$ cat src/rtl/counter_updown_mod_pkg.sv
// Shared constants, operation encoding and sizing helpers for the
// counter_updown_mod family.
package counter_updown_mod_pkg;

  // Values accepted by the SATURATE parameter.
  localparam int CNT_MODE_WRAP = 0;
  localparam int CNT_MODE_SAT  = 1;

  typedef enum logic [1:0] {
    OP_HOLD    = 2'd0,
    OP_LOAD    = 2'd1,
    OP_STEP_UP = 2'd2,
    OP_STEP_DN = 2'd3
  } cnt_op_e;

  function automatic int clog2(input int value);
    int result;
    int rem;
    result = 0;
    rem    = value - 1;
    while (rem > 0) begin
      result = result + 1;
      rem    = rem >> 1;
    end
    return result;
  endfunction

  // Bits needed to hold 0..n-1, never less than one so vectors stay legal.
  function automatic int range_width(input int n);
    return (n <= 1) ? 1 : clog2(n);
  endfunction

endpackage

$ cat src/rtl/counter_updown_mod_if.sv
// Control/status bundle between a counter_updown_mod and whoever drives it.
interface counter_updown_mod_if #(
  parameter int WIDTH = 4
);

  logic             en;
  logic             up;
  logic             load;
  logic [WIDTH-1:0] load_val;
  logic [WIDTH-1:0] cnt;
  logic             tc;
  logic             carry;
  logic             wrapped;

  modport master (
    output en,
    output up,
    output load,
    output load_val,
    input  cnt,
    input  tc,
    input  carry,
    input  wrapped
  );

  modport slave (
    input  en,
    input  up,
    input  load,
    input  load_val,
    output cnt,
    output tc,
    output carry,
    output wrapped
  );

endinterface

$ cat src/rtl/counter_updown_mod_tick_prescaler.sv
// Divides the enable stream by PRESCALE: tick is high on every PRESCALE-th
// enabled cycle. A synchronous clear (the parent's load) restarts the phase.
module tick_prescaler
  import counter_updown_mod_pkg::*;
#(
  parameter int PRESCALE = 1
) (
  input  logic clk,
  input  logic clr,
  input  logic en,
  input  logic clr_sync,
  output logic tick
);

  generate
    if (PRESCALE < 1) begin : g_bad_prescale
      $error("tick_prescaler: PRESCALE must be >= 1");
    end

    if (PRESCALE == 1) begin : g_passthru
      logic unused_inputs;
      assign unused_inputs = &{1'b0, clk, clr, clr_sync};
      assign tick          = en;
    end else begin : g_divide
      localparam int              PW       = range_width(PRESCALE);
      localparam logic [PW-1:0]   PRE_LAST = PW'(PRESCALE - 1);
      localparam logic [PW-1:0]   PRE_ONE  = PW'(1);

      logic [PW-1:0] pre_q;
      logic [PW-1:0] pre_d;

      always_comb begin
        pre_d = pre_q;
        if (clr_sync) begin
          pre_d = '0;
        end else if (en) begin
          pre_d = (pre_q == PRE_LAST) ? '0 : pre_q + PRE_ONE;
        end
      end

      always_ff @(posedge clk or posedge clr) begin
        if (clr) begin
          pre_q <= '0;
        end else begin
          pre_q <= pre_d;
        end
      end

      assign tick = en && (pre_q == PRE_LAST);
    end
  endgenerate

endmodule

$ cat src/rtl/counter_updown_mod.sv
// WIDTH-bit modulo-MODULUS up/down counter with clamped parallel load,
// wrap/saturate ends, enable prescaler and cascadable terminal-count carry.
module counter_updown_mod
  import counter_updown_mod_pkg::*;
#(
  parameter int WIDTH    = 4,
  parameter int MODULUS  = 16,
  parameter int SATURATE = CNT_MODE_WRAP,
  parameter int PRESCALE = 1
) (
  input  logic                 clk,
  input  logic                 clr,
  counter_updown_mod_if.slave  bus
);

  generate
    if (WIDTH < 1 || WIDTH > 31) begin : g_bad_width
      $error("counter_updown_mod: WIDTH must be 1..31");
    end
    if (MODULUS < 2 || longint'(MODULUS) > (longint'(1) << WIDTH)) begin : g_bad_modulus
      $error("counter_updown_mod: MODULUS must satisfy 2 <= MODULUS <= 2**WIDTH");
    end
    if (SATURATE != CNT_MODE_WRAP && SATURATE != CNT_MODE_SAT) begin : g_bad_mode
      $error("counter_updown_mod: SATURATE must be 0 (wrap) or 1 (saturate)");
    end
    if (PRESCALE < 1) begin : g_bad_prescale
      $error("counter_updown_mod: PRESCALE must be >= 1");
    end
  endgenerate

  // MODULUS-1 always fits in WIDTH bits, so every range test compares
  // against it rather than against MODULUS itself.
  localparam logic [WIDTH-1:0] CNT_MAX = WIDTH'(MODULUS - 1);
  localparam logic [WIDTH-1:0] CNT_MIN = '0;
  localparam logic [WIDTH-1:0] CNT_ONE = WIDTH'(1);
  localparam bit               SAT_EN  = (SATURATE == CNT_MODE_SAT);

  logic             tick;
  logic             step;
  logic             at_max;
  logic             at_min;
  logic [WIDTH-1:0] load_clamped;
  cnt_op_e          op;

  logic [WIDTH-1:0] cnt_q;
  logic [WIDTH-1:0] cnt_d;
  logic             wrapped_q;
  logic             wrapped_d;

  tick_prescaler #(
    .PRESCALE (PRESCALE)
  ) u_prescaler (
    .clk      (clk),
    .clr      (clr),
    .en       (bus.en),
    .clr_sync (bus.load),
    .tick     (tick)
  );

  assign step         = tick && !bus.load;
  assign at_max       = (cnt_q == CNT_MAX);
  assign at_min       = (cnt_q == CNT_MIN);
  assign load_clamped = (bus.load_val > CNT_MAX) ? CNT_MAX : bus.load_val;

  always_comb begin
    op = OP_HOLD;
    if (bus.load) begin
      op = OP_LOAD;
    end else if (step) begin
      op = bus.up ? OP_STEP_UP : OP_STEP_DN;
    end
  end

  always_comb begin
    cnt_d     = cnt_q;
    wrapped_d = 1'b0;
    case (op)
      OP_LOAD: begin
        cnt_d = load_clamped;
      end
      OP_STEP_UP: begin
        if (!at_max) begin
          cnt_d = cnt_q + CNT_ONE;
        end else if (!SAT_EN) begin
          cnt_d     = CNT_MIN;
          wrapped_d = 1'b1;
        end
      end
      OP_STEP_DN: begin
        if (!at_min) begin
          cnt_d = cnt_q - CNT_ONE;
        end else if (!SAT_EN) begin
          cnt_d     = CNT_MAX;
          wrapped_d = 1'b1;
        end
      end
      default: begin
        cnt_d     = cnt_q;
        wrapped_d = 1'b0;
      end
    endcase
  end

  always_ff @(posedge clk or posedge clr) begin
    if (clr) begin
      cnt_q     <= '0;
      wrapped_q <= 1'b0;
    end else begin
      cnt_q     <= cnt_d;
      wrapped_q <= wrapped_d;
    end
  end

  // tc/carry stay combinational so a chained stage sees carry in the same cycle.
  assign bus.cnt     = cnt_q;
  assign bus.wrapped = wrapped_q;
  assign bus.tc      = (bus.up && at_max) || (!bus.up && at_min);
  assign bus.carry   = bus.tc && step;

endmodule

$ cat src/flat_wrapper.sv
// flat-port wrapper written by rule: the top's interface ports become plain ports
module counter_updown_mod_flat import counter_updown_mod_pkg::*;
#(
  parameter int WIDTH    = 4,
  parameter int MODULUS  = 16,
  parameter int SATURATE = CNT_MODE_WRAP,
  parameter int PRESCALE = 1
)
  (clk, clr, bus_en, bus_up, bus_load, bus_load_val, bus_cnt, bus_tc, bus_carry, bus_wrapped);
  counter_updown_mod_if #(.WIDTH(WIDTH)) bus_i ();
  input  logic clk;
  input  logic clr;
  input wire logic [$bits(bus_i.en)-1:0] bus_en;
  input wire logic [$bits(bus_i.up)-1:0] bus_up;
  input wire logic [$bits(bus_i.load)-1:0] bus_load;
  input wire logic [$bits(bus_i.load_val)-1:0] bus_load_val;
  output wire logic [$bits(bus_i.cnt)-1:0] bus_cnt;
  output wire logic [$bits(bus_i.tc)-1:0] bus_tc;
  output wire logic [$bits(bus_i.carry)-1:0] bus_carry;
  output wire logic [$bits(bus_i.wrapped)-1:0] bus_wrapped;
  assign bus_i.en = bus_en;
  assign bus_i.up = bus_up;
  assign bus_i.load = bus_load;
  assign bus_i.load_val = bus_load_val;
  assign bus_cnt = bus_i.cnt;
  assign bus_tc = bus_i.tc;
  assign bus_carry = bus_i.carry;
  assign bus_wrapped = bus_i.wrapped;
  counter_updown_mod #(.WIDTH(WIDTH), .MODULUS(MODULUS), .SATURATE(SATURATE), .PRESCALE(PRESCALE)) u_core (.clk(clk), .clr(clr), .bus(bus_i));
endmodule
$ cat config.mk
export PLATFORM = sky130hd
export DESIGN_NAME = counter_updown_mod_flat
export DESIGN_NICKNAME = d
export VERILOG_FILES = /design/src/rtl/counter_updown_mod_pkg.sv /design/src/rtl/counter_updown_mod_if.sv /design/src/rtl/counter_updown_mod_tick_prescaler.sv /design/src/rtl/counter_updown_mod.sv /design/src/flat_wrapper.sv
export SDC_FILE = /design/constraint.sdc
export NUM_CORES = 1
export LEC_CHECK = 0
export CORE_AREA = 5 5 42 44
export DETAILED_ROUTE_END_ITERATION = 10
export DIE_AREA = 0 0 47 49
export GPL_TIMING_DRIVEN = 0
export PLACE_DENSITY = 0.66
export SLEW_MARGIN = 20
export SYNTH_ARGS = -nofsm -noshare
export SYNTH_HDL_FRONTEND = slang
export SYNTH_SLANG_ARGS = --single-unit
$ cat constraint.sdc
create_clock -name clk -period 2.6 [get_ports clk]
set_input_delay 0.52 -clock clk [delete_from_list [all_inputs] [get_ports clk]]
set_output_delay 0.52 -clock clk [all_outputs]
set_load 0.05 [all_outputs]
### Yosys cells after proc, flatten, opt, wreduce, memory -nomap -nowiden

Cells that the tools add are included.

| word-level totals | value |
|---|---|
| flip-flop bits (word level) | 5 |
| bits of input ports | 9 |
| output and inout port bits | 7 |
| logic and storage cells | 28 |

| operators by class | value |
|---|---|
| multiplexer cells | 10 |
| reductions and logical operators | 9 |
| $add $sub $neg | 2 |
| magnitude comparators | 1 |
| equal/unequal tests | 4 |

Operator list:

| cell | number |
|---|---|
| two-way mux 4 bit | 3 |
| one-hot mux 4 bit (3 select lines) | 1 |
| adder 4 x 1 -> 4 bit (second input constant) | 1 |
| equality test 2 bit (second input constant) | 2 |
| equality test 4 bit (second input constant) | 1 |
| greater-than comparator 4 bit (second input constant) | 1 |
| logical AND 1 bit | 4 |
| logical NOT 4 bit | 1 |
| two-way mux 2 bit | 2 |
| subtractor 4 x 1 -> 4 bit (second input constant) | 1 |
| two-way mux 1 bit | 3 |
| nonzero test 3 bit | 1 |
| equality test 2 x 1 -> 1 bit (second input constant) | 1 |
| logical NOT 1 bit | 2 |
| one-hot mux 1 bit (2 select lines) | 1 |
| logical OR 1 bit | 1 |

### Depth between registers and ports, before layout

Gate-level depths: netlist (run 1).

| logic depth | value |
|---|---|
| depth in word-level cells | 6 |
| mapped depth | 7 |

### Modules after synthesis

Synthesis (run 1) repeated with hierarchy kept, for this count alone.

| second synthesis, totals | value |
|---|---|
| cell total of the unflattened synthesis | 46 |
| area total of the unflattened synthesis | 404.1 µm² |

Modules (own cells, without submodules):

| module | cells an instance | seq. area each (µm²) | area each (µm²) | instances |
|---|---|---|---|---|
| counter_updown_mod | 45 | 125.1 | 396.6 | 1 |
| tick_prescaler | 1 | 0.0 | 7.5 | 1 |

### Worst setup path after synthesis (run 1)

No wires, ideal clock.

| timing | value |
|---|---|
| path kind | register to output |
| from | register u_core.cnt_q[0] (netlist: u_core.bus.cnt[0]) |
| to | output port bus_carry |
| cell stages (with the launch flop) | 7 |
| setup slack | -1.043 ns |
| data arrival time | 3.123 ns |
| required time | 2.080 ns |
| path buffers | 1 |
| cell sequence | dfrtp_1 > buf_2 > inv_1 > ha_1 > or3b_4 > o21ai_2 > nor3b_1 |

| between the ends | value |
|---|---|
| word-level cells in the longest chain between the ends | 4 |
| elaborated cells on any way between the ends | 6 |
| those cells by class | eq/ne: 1; reduce/logical: 5 |

RTL lines:

| item | RTL line | source |
|---|---|---|
| from (decl) | counter_updown_mod.sv:45 | `logic [WIDTH-1:0] cnt_q;` |
| from (signal assigned) | counter_updown_mod.sv:109 | `cnt_q <= cnt_d;` |
| equality test 4 bit or logical NOT 4 bit (tied branches) | counter_updown_mod.sv:61, counter_updown_mod.sv:62 |  |
| logical AND 1 bit | counter_updown_mod.sv:117 | `assign bus.tc = (bus.up && at_max) \|\| (!bus.up && at_min);` |
| logical OR 1 bit (*) | counter_updown_mod.sv:117 |  |
| via bus_tc | flat_wrapper.sv:18 | `output wire logic [$bits(bus_i.tc)-1:0] bus_tc;` |
| logical AND 1 bit (*) | counter_updown_mod.sv:118 | `assign bus.carry = bus.tc && step;` |
| to (decl) | flat_wrapper.sv:19 | `output wire logic [$bits(bus_i.carry)-1:0] bus_carry;` |

Mark *: on every way through the listed nets, which the timed path passes. The rest lies on a longest branch.

### Final worst setup path (run 1)

| timing | value |
|---|---|
| from | register u_core.cnt_q[0] (netlist: u_core.bus.cnt[0]) |
| to | output port bus_carry |

| between the ends | value |
|---|---|
| word-level cells in the longest chain between the ends | 4 |
| elaborated cells on any way between the ends | 6 |
| those cells by class | eq/ne: 1; reduce/logical: 5 |

RTL lines:

| item | RTL line |
|---|---|
| equality test 4 bit or logical NOT 4 bit (tied branches) | counter_updown_mod.sv:61, counter_updown_mod.sv:62 |
| logical AND 1 bit | counter_updown_mod.sv:117 |
| logical OR 1 bit (*) | counter_updown_mod.sv:117 |
| logical AND 1 bit (*) | counter_updown_mod.sv:118 |

Mark *: on every way between the ends. The rest lies on a longest branch, timed or not.

==> flow_metrics.tcl, run 1 <==
set metrics [dict create \
    status "complete, no violations" \
    fp-row-count 14 \
    min_period_over_period 0.9542 \
    drive_above_1_share 0.3016 \
    dieArea_sq_um 2303 \
    worstSkewPairLatency_ps 240 \
    synth_nets 57 \
    fp.dieW_microns 47 \
    power_leakage_nw 0.2572 \
    drc_errors 0 \
    synthTopCellsByArea "dfrtp_1, ha_1, mux2i_1" \
    ys_top_cells_by_count "dfrtp_1, inv_1, nand2_1" \
    gp_congestion 0.7016 \
    synthFlopType "dfrtp_1" \
    grt_max_degree 11 \
    cts.sinks 5 \
    yosys.area.top_type "dfrtp_1" \
    holdCritPathClass "in -> async" \
    place_ws_ps -211.9 \
    first_iter_violations 8 \
    drv_cap 0 \
    grt_first_pass_wirelength_mm 1.524 \
    tightestPinTransition_ps 494.5 \
    grt_remaining_overflow 0 \
    power_w 0.0003405 \
    cts_root_buffer "clkbuf_4" \
    slew_headroom 0.6693 \
    detail_route.wirelength_microns 859 \
    worst_ep_required_time_ps 2080 \
    track_usage 0.09130 \
    setup-violations-final 0 \
    max_freq_mhz 403.1 \
    tritoncts "yes" \
    htree_levels 1 \
    setup_ws_ps 119.2 \
    syn_area_per_cell_sq_um 8.840 \
    fp.dieH_microns 49 \
    worst_setup_path_start_kind "flop" \
    grt_pass1_vias 372 \
    worst-path-buf-inv 3 \
    crit_arrival_ps 1960 \
    rsz0062_at_grt "false" \
    cts_made_buffers 3 \
    power.density_nw_per_um2 550.8 \
    fin_crit_ps 2481 \
    grt_antenna_before_repair 0 \
    seq_area_frac_synth 0.3077 \
    syn_area_sq_um 406.6 \
    first_pass_iters 4 \
    finish.utilization 0.4411 \
    fill_cells 149 \
    fin_nets 75 \
    crit_family "simple AND/OR/NAND/NOR gates" \
    finalSetupTns_ps 0 \
    netlist.area_leader.share 0.3077 \
    cp_slowest_cell "dfrtp_2" \
    vias_per_cell 5.000 \
    drv_slew 0 \
    core_area_sq_um 1401 \
    crit_fanout 8 \
    cp-end-kind "output port" \
    crit_chain "buf_6 -> inv_4 -> ha_4 -> or3b_4 -> o21ai_4 -> nor3b_4 -> clkbuf_4" \
    via_count 395 \
    async_flop_share 1.000 \
    dpl.hpwl_microns 689.4 \
    ioPinCount 16 \
    antenna_left 0 \
    vdd_drop_max_mv 0.3185 \
    hold_viol_final 0 \
    clk_pin_slew_ps 40 \
    wl_per_cell_microns 10.87 \
    cts_hold_buffers 0 \
    synth_enable_flop_cells 0 \
    clockBufferDepth 2 \
    yosysWarnings 0 \
    initial_utilization 0.2902 \
    fin_worst_skew_ps 0.09928 \
    syn_to_final_growth_pct 52.00 \
    yosysUniqueCellTypes 23 \
    diodes 0 \
    synthCells 46 \
    crit_type "reg -> out" \
    synth_seq_cells 5 \
    port_buffers 13 \
    max_stage_delay_ps 410 \
]
[cell families after synthesis]
kind of cell	Yosys count	synth area share
fa+ha+maj	2	0.06153
simple gates	12	0.1661
mux	2	0.04923
xor+xnor	2	0.04308
compound gates	14	0.2646
flops	5	0.3077
buf+inv	9	0.1077
[per-stage QoR]
stage | instance area (sq um) | hold WS, ps | cells
after floorplan | 449.2 | 298.4 | 46
after global placement | 599.3 | 695.2 | 75
after detailed placement | 599.3 | 697.3 | 75
after CTS | 620.6 | 486.4 | 79
after global routing | 618.1 | 496.7 | 79
final | 618.1 | 483.3 | 79
[placed cells by master (no fill, tap or decap), drive strengths merged]
master,count
clkdlybuf4s50,11
clkbuf,6
inv,5
dfrtp,5
nand2,4
buf,4
o21ai,4
a21oi,3
nor2,3
a31o,2
mux2i,2
xnor2,2
nor3b,2
ha,2
o21bai,1
nor4b,1
o211ai,1
o311ai,1
a22o,1
or3b,1
a221oi,1
nand4,1
[state kept, by name (all words and copies together), names as in the netlist]
signal / count
u_core.bus.cnt: 4
u_core.bus.wrapped: 1
[report_power, final]
group,switching (W),leakage [nW],internal (W)
logic,0.0000840,0.182,0.0000688
clock network,0.0000290,0.0150,0.0000578
registers,0.0000135,0.0599,0.0000874
total,0.000126,0.257,0.000214
[worst reg2reg max path, cell delays in order, from the launching register on]
cell and delay, ps:
dfrtp_2 410, buf_6 140, inv_4 50, ha_4 110
or3b_4 400, o21ai_4 170, nor3b_1 210
[cell type report]
type	count	area, sq um	area share
multi-input cells	32	269.0	0.4352
flip-flops and latches	5	127.6	0.2065
repair buffers	13	122.6	0.1984
inverters	5	21.27	0.03441
clock buffers	4	26.28	0.04251
well taps	16	20.02	0.03239
plain buffers	4	31.28	0.05061
[worst paths after layout]
check,startpoint,endpoint,slack (ps),cells past startpoint
max in group asynchronous,clr,u_core.bus.cnt[1]$_DFFE_PP0P_,1930,2
hold reg to reg,u_core.bus.cnt[1]$_DFFE_PP0P_,u_core.bus.cnt[1]$_DFFE_PP0P_,690,2
hold / removal,clr,u_core.bus.wrapped$_DFF_PP0_,480,2
setup reg to reg,u_core.bus.cnt[0]$_DFFE_PP0P_,u_core.bus.wrapped$_DFF_PP0_,1010,6
setup / recovery,u_core.bus.cnt[0]$_DFFE_PP0P_,bus_carry,120,7
min in group clk,u_core.bus.cnt[1]$_DFFE_PP0P_,u_core.bus.cnt[1]$_DFFE_PP0P_,690,2
[what timing repair did]
action / in CTS / in global routing
gates resized for setup: 7 / 2
endpoints found under the setup margin: 2 / 2
setup buffers: 0 / 0
[routing by layer]
metal	track usage	wire [microns]	up-vias
li1	-	-	196
met1	0.1027	346	184
met2	0.1403	436	13
met3	0.06642	65	2
met4	0.01382	10	0
met5	0	0	-
Note: power is estimated with default switching activity, not from simulation.
==> run 2: changes to the inputs <==
--- a/config.mk
+++ b/config.mk
@@ -5,9 +5,10 @@
 export SDC_FILE = /design/constraint.sdc
 export NUM_CORES = 1
 export LEC_CHECK = 0
-export CORE_AREA = 5 5 42 44
+export CORE_AREA = 2 2 39 41
+export CTS_CLUSTER_DIAMETER = 150
 export DETAILED_ROUTE_END_ITERATION = 10
-export DIE_AREA = 0 0 47 49
+export DIE_AREA = 0 0 41 43
 export GPL_TIMING_DRIVEN = 0
 export PLACE_DENSITY = 0.66
 export SLEW_MARGIN = 20
==> run 2 against run 1 <==
Effect of this change:
- flip-flop and latch count unchanged
- worst setup slack got worse by 11 ps
- die area shrank 23%
- total power rose by 1.2%
- final cell count unchanged
- fmax decreased by 0.46%
- combinational power about the same
- non-clock buffer count unchanged
- sequential share of layout area is the same
- critical path depth stayed put
- via count shrank 3.0%
- largest power group unchanged
==> flow_metrics.tcl, run 2 (synthesis results as in run 1) <==
set metrics [dict create \
    status "complete, no violations" \
    grt_antenna_before_repair 0 \
    crit_family "simple AND/OR/NAND/NOR gates" \
    worst_setup_path_start_kind "flop" \
    cp.depth 7 \
    ioPinCount 16 \
    vias_per_cell 4.848 \
    via_count 383 \
    fp.dieH_microns 43 \
    grtUsageMet2 0.1844 \
    rr_worst_depth 6 \
    diodes 0 \
    grt_pass1_vias 361 \
    regToRegStartpoint "u_core.bus.cnt[0]$_DFFE_PP0P_" \
    core_area_sq_um 1384 \
    hold_viol_final 0 \
    rr_endpoint "u_core.bus.wrapped$_DFF_PP0_" \
    clk_pin_slew_ps 40 \
    tritoncts "yes" \
    grt_busiest_layer "met2" \
    crit_type "reg -> out" \
    dpl_cell_area_sq_um 599.3 \
    gp_congestion 0.7354 \
    grt_first_pass_wirelength_mm 1.531 \
    fin_crit_ps 2492 \
    max_stage_delay_ps 410 \
    wl_per_cell_microns 11.68 \
    cp-end-kind "output port" \
    rsz0062_at_grt "false" \
    cts_hold_buffers 0 \
    largest_register_ffs 4 \
    initial_utilization 0.2939 \
    syn_to_final_growth_pct 52.00 \
    dpl.hpwl_microns 727.2 \
    fin_nets 75 \
    crit_arrival_ps 1970 \
    antenna_left 0 \
    clockBufferDepth 2 \
    grt_max_degree 11 \
    drv_slew 0 \
    min_period_over_period 0.9586 \
    tightestPinTransition_ps 492.8 \
    place_ws_ps -216.5 \
    max_freq_mhz 401.2 \
    cts_root_buffer "clkbuf_4" \
    worstSkewPairLatency_ps 240 \
    setup-violations-final 0 \
    holdCritPathClass "in -> async" \
    final_common_cell "clkdlybuf4s50_1" \
    crit_fanout 8 \
    critPathLaunch "u_core.bus.cnt[0]$_DFFE_PP0P_" \
    first_iter_violations 5 \
    grt_use_met3 0.09424 \
    power.density_nw_per_um2 557.7 \
    fin_worst_skew_ps 1.310 \
    track_usage 0.1338 \
    gr-usage-met1 0.1618 \
    drive_above_1_share 0.3016 \
    fp.dieW_microns 41 \
    first_pass_iters 3 \
    placed_cells 75 \
    port_buffers 13 \
    cp_slowest_cell "dfrtp_2" \
    dieArea_sq_um 1763 \
    power_w 0.0003447 \
    fin_cells 79 \
    reg2reg_slack_ps 970 \
    worst_ep_required_time_ps 2080 \
    grt_remaining_overflow 0 \
    finish.utilization 0.4467 \
    fp-row-count 14 \
    cp-endpoint "bus_carry" \
    drv_cap 0 \
    slew_headroom 0.6705 \
    drc_errors 0 \
    power_leakage_nw 0.2572 \
    crit_chain "buf_6 -> inv_4 -> ha_4 -> or3b_4 -> o21ai_4 -> nor3b_4 -> clkbuf_4" \
    worst-path-buf-inv 3 \
    htree_levels 1 \
    vdd_drop_max_mv 0.3474 \
    cts_made_buffers 3 \
    layout_common_cells "clkdlybuf4s50_1, inv_1, nand2_1, clkbuf_4" \
    final_cell_area_sq_um 618.1 \
    cts.sinks 5 \
    setup_ws_ps 107.7 \
    fill_cells 148 \
    detail_route.wirelength_microns 923 \
]
## run 2: metal layers
metal,vias up,part of all wire
met5,-,0
met4,0,0.0065
met3,2,0.080
met2,13,0.47
met1,171,0.44
li1,197,-
## run 2: power breakdown
| part | switching, W | internal (W) |
|---|---|---|
| Sequential | 0.0000139 | 0.0000873 |
| Combinational | 0.0000841 | 0.0000691 |
| Clock | 0.0000322 | 0.0000580 |
## run 2: layout make-up
type                       instances  area (sq um)  area share
timing repair buffer              13         122.6      0.1984
clock buffer                       4         26.28     0.04251
sequential                         5         127.6      0.2065
inverter                           5         21.27     0.03441
multi-input combinational         32         269.0      0.4352
tap                               16         20.02     0.03239
buffer                             4         31.28     0.05061
## run 2: what timing repair did
action / in CTS / in global routing
pin swaps: 0 / 0
cloned: 0 / 0
gates resized for setup: 7 / 2
endpoints found under the setup margin: 2 / 2
setup buffers: 0 / 0
## run 2: worst min-delay path by stage
stage	startpoint	end	slack, ps	depth (start not counted)
floorplan	clr	u_core.bus.cnt[2]$_DFFE_PP0P_	300	1
global placement	u_core.bus.cnt[1]$_DFFE_PP0P_	u_core.bus.cnt[1]$_DFFE_PP0P_	680	2
detailed placement	u_core.bus.cnt[1]$_DFFE_PP0P_	u_core.bus.cnt[1]$_DFFE_PP0P_	690	2
CTS	clr	u_core.bus.wrapped$_DFF_PP0_	480	2
global route	clr	u_core.bus.wrapped$_DFF_PP0_	490	2
finish	clr	u_core.bus.cnt[2]$_DFFE_PP0P_	480	2
## run 2: stage by stage
step | TNS [ps] | hold WS, ps
6_report | 0 | 481.1
5_1_grt | 0 | 488.1
4_1_cts | 0 | 481.8
3_5_place_dp | -244.5 | 689.0
3_3_place_gp | -205.7 | 679.8
2_1_floorplan | -101.3 | 298.4
==> run 3: changes to the inputs <==
--- a/config.mk
+++ b/config.mk
@@ -9,7 +9,6 @@
 export CTS_CLUSTER_DIAMETER = 150
 export DETAILED_ROUTE_END_ITERATION = 10
 export DIE_AREA = 0 0 41 43
-export GPL_TIMING_DRIVEN = 0
 export PLACE_DENSITY = 0.66
 export SLEW_MARGIN = 20
 export SYNTH_ARGS = -nofsm -noshare
==> run 3 against run 2 <==
Effect of this change:
- hold slack worse by 2.2 ps
- critical path type is now in -> out
- wire length is 0.54% higher
- die area stayed put
- sequential share of layout area is 0.99 points lower
- clock power is 0.9% lower
- register-to-register slack better by 20 ps
- final area is 5.1% higher
- total power hardly changed
==> flow_metrics.tcl, run 3 (synthesis results as in run 1) <==
set metrics [dict create \
    worstSkewPairLatency_ps 240 \
    drv_cap 0 \
    grt_max_degree 11 \
    regToRegStartpoint "u_core.bus.cnt[1]$_DFFE_PP0P_" \
    rsz0062_at_grt "false" \
    multi_input_area_sq_um 269.0 \
    first_iter_violations 4 \
    worst-path-buf-inv 2 \
    vdd_drop_max_mv 0.2938 \
    max_freq_mhz 406.1 \
    cts.repair.resized 0 \
    grt_pass1_vias 334 \
    finalSetupTns_ps 0 \
    holdCritPathClass "in -> async" \
    first_pass_iters 4 \
    cts_made_buffers 3 \
    cts_hold_buffers 0 \
    power_leakage_nw 0.2644 \
    layout_common_cells "clkdlybuf4s50_1, inv_1, nand2_1" \
    tritoncts "yes" \
    final_common_cell "clkdlybuf4s50_1" \
    track_usage 0.1258 \
    setup-violations-final 0 \
    dpl.hpwl_microns 720.3 \
    cts_root_buffer "clkbuf_4" \
    grt_remaining_overflow 0 \
    crit_arrival_ps 1940 \
    slew_headroom 0.6690 \
    crit_family "simple AND/OR/NAND/NOR gates" \
    clockBufferDepth 2 \
    via_count 398 \
    htree_levels 1 \
    clk_pin_slew_ps 50 \
    reg2reg_slack_ps 990 \
    fin_crit_ps 2462 \
    crit_fanout 3 \
    gp_congestion 0.7096 \
    fill_cells 137 \
    cp_slowest_cell "clkdlybuf4s50_1" \
    status "complete, no violations" \
    wl_per_cell_microns 11.75 \
    vias_per_cell 5.038 \
    rr_worst_depth 5 \
    critPathLaunch "bus_up" \
    fp.dieH_microns 43 \
    grt_antenna_before_repair 0 \
    crit_chain "clkdlybuf4s50_1 -> or3b_4 -> o21ai_4 -> nor3b_4 -> buf_12" \
    cp-end-kind "output port" \
    grt_first_pass_wirelength_mm 1.449 \
    fp-row-count 14 \
    fin_worst_skew_ps 6.100 \
    seqCellArea_sq_um 127.6 \
    initial_utilization 0.2939 \
    min_period_over_period 0.9471 \
    final_cell_area_sq_um 649.4 \
    dieArea_sq_um 1763 \
    dpl_cell_area_sq_um 623.1 \
    core_area_sq_um 1384 \
    fp.dieW_microns 41 \
    cts_setup_buffers 0 \
    drc_errors 0 \
    largest_register_ffs 4 \
    power.density_nw_per_um2 530.7 \
    detail_route.wirelength_microns 928 \
    fin_nets 75 \
    rr_endpoint "u_core.bus.wrapped$_DFF_PP0_" \
    worst_setup_path_start_kind "primary input" \
    tightestPinTransition_ps 494.9 \
    diodes 0 \
    drv_slew 0 \
    antenna_left 0 \
    port_buffers 15 \
    worst_ep_required_time_ps 2080 \
    max_stage_delay_ps 420 \
    crit_type "in -> out" \
    drive_above_1_share 0.2857 \
    ioPinCount 16 \
    cts.sinks 5 \
    hold_viol_final 0 \
    syn_to_final_growth_pct 59.69 \
]
[run 3: metrics by stage]
| step | std cells | util | hold slack (ps) | power, W | worst slack [ps] |
|---|---|---|---|---|---|
| 2_1_floorplan | 46 | - | 298.4 | 0.0002145 | -101.3 |
| 3_3_place_gp | 75 | 0.4503 | 686.8 | 0.0002563 | 142.5 |
| 3_5_place_dp | 75 | 0.4503 | 710.0 | 0.0002581 | 128.2 |
| 4_1_cts | 79 | 0.4693 | 474.9 | 0.0003507 | 120.3 |
| 5_1_grt | 79 | 0.4693 | 481.7 | 0.0003695 | 70.82 |
| 6_report | 79 | 0.4693 | 478.9 | 0.0003446 | 137.6 |
[run 3: worst reg2reg max path: stages (launching register included)]
cell     delay, ps
dfrtp_2        450
inv_1          110
ha_4           140
or3b_4         400
o21ai_4        200
nor3b_1        230
[run 3: layer usage]
metal	track usage	vias up	part of all wire
met4	0.02000	0	0
li1	-	196	-
met5	0	-	0
met2	0.1875	16	0.49
met1	0.1521	186	0.43
met3	0.07853	0	0.082
[run 3: worst max path at each step]
stage                           end  cells after the start
after floorplan           bus_carry                      6
final                     bus_carry                      5
after CTS                 bus_carry                      6
after detailed placement  bus_carry                      5
after global placement    bus_carry                      5
after global routing      bus_carry                      6
[run 3: power by group]
group	leakage, nW	switching (W)	internal, W
logic	0.190	0.0000751	0.0000700
clock network	0.0150	0.0000314	0.0000580
registers	0.0599	0.0000230	0.0000872
total	0.264	0.000129	0.000215
[run 3: area by class of cell]
type,count,share of cell area
Multi-Input combinational cell,32,0.4143
Timing Repair Buffer,17,0.2852
Sequential cell,5,0.1965
Clock buffer,4,0.04046
Inverter,5,0.03276
Tap cell,16,0.03083
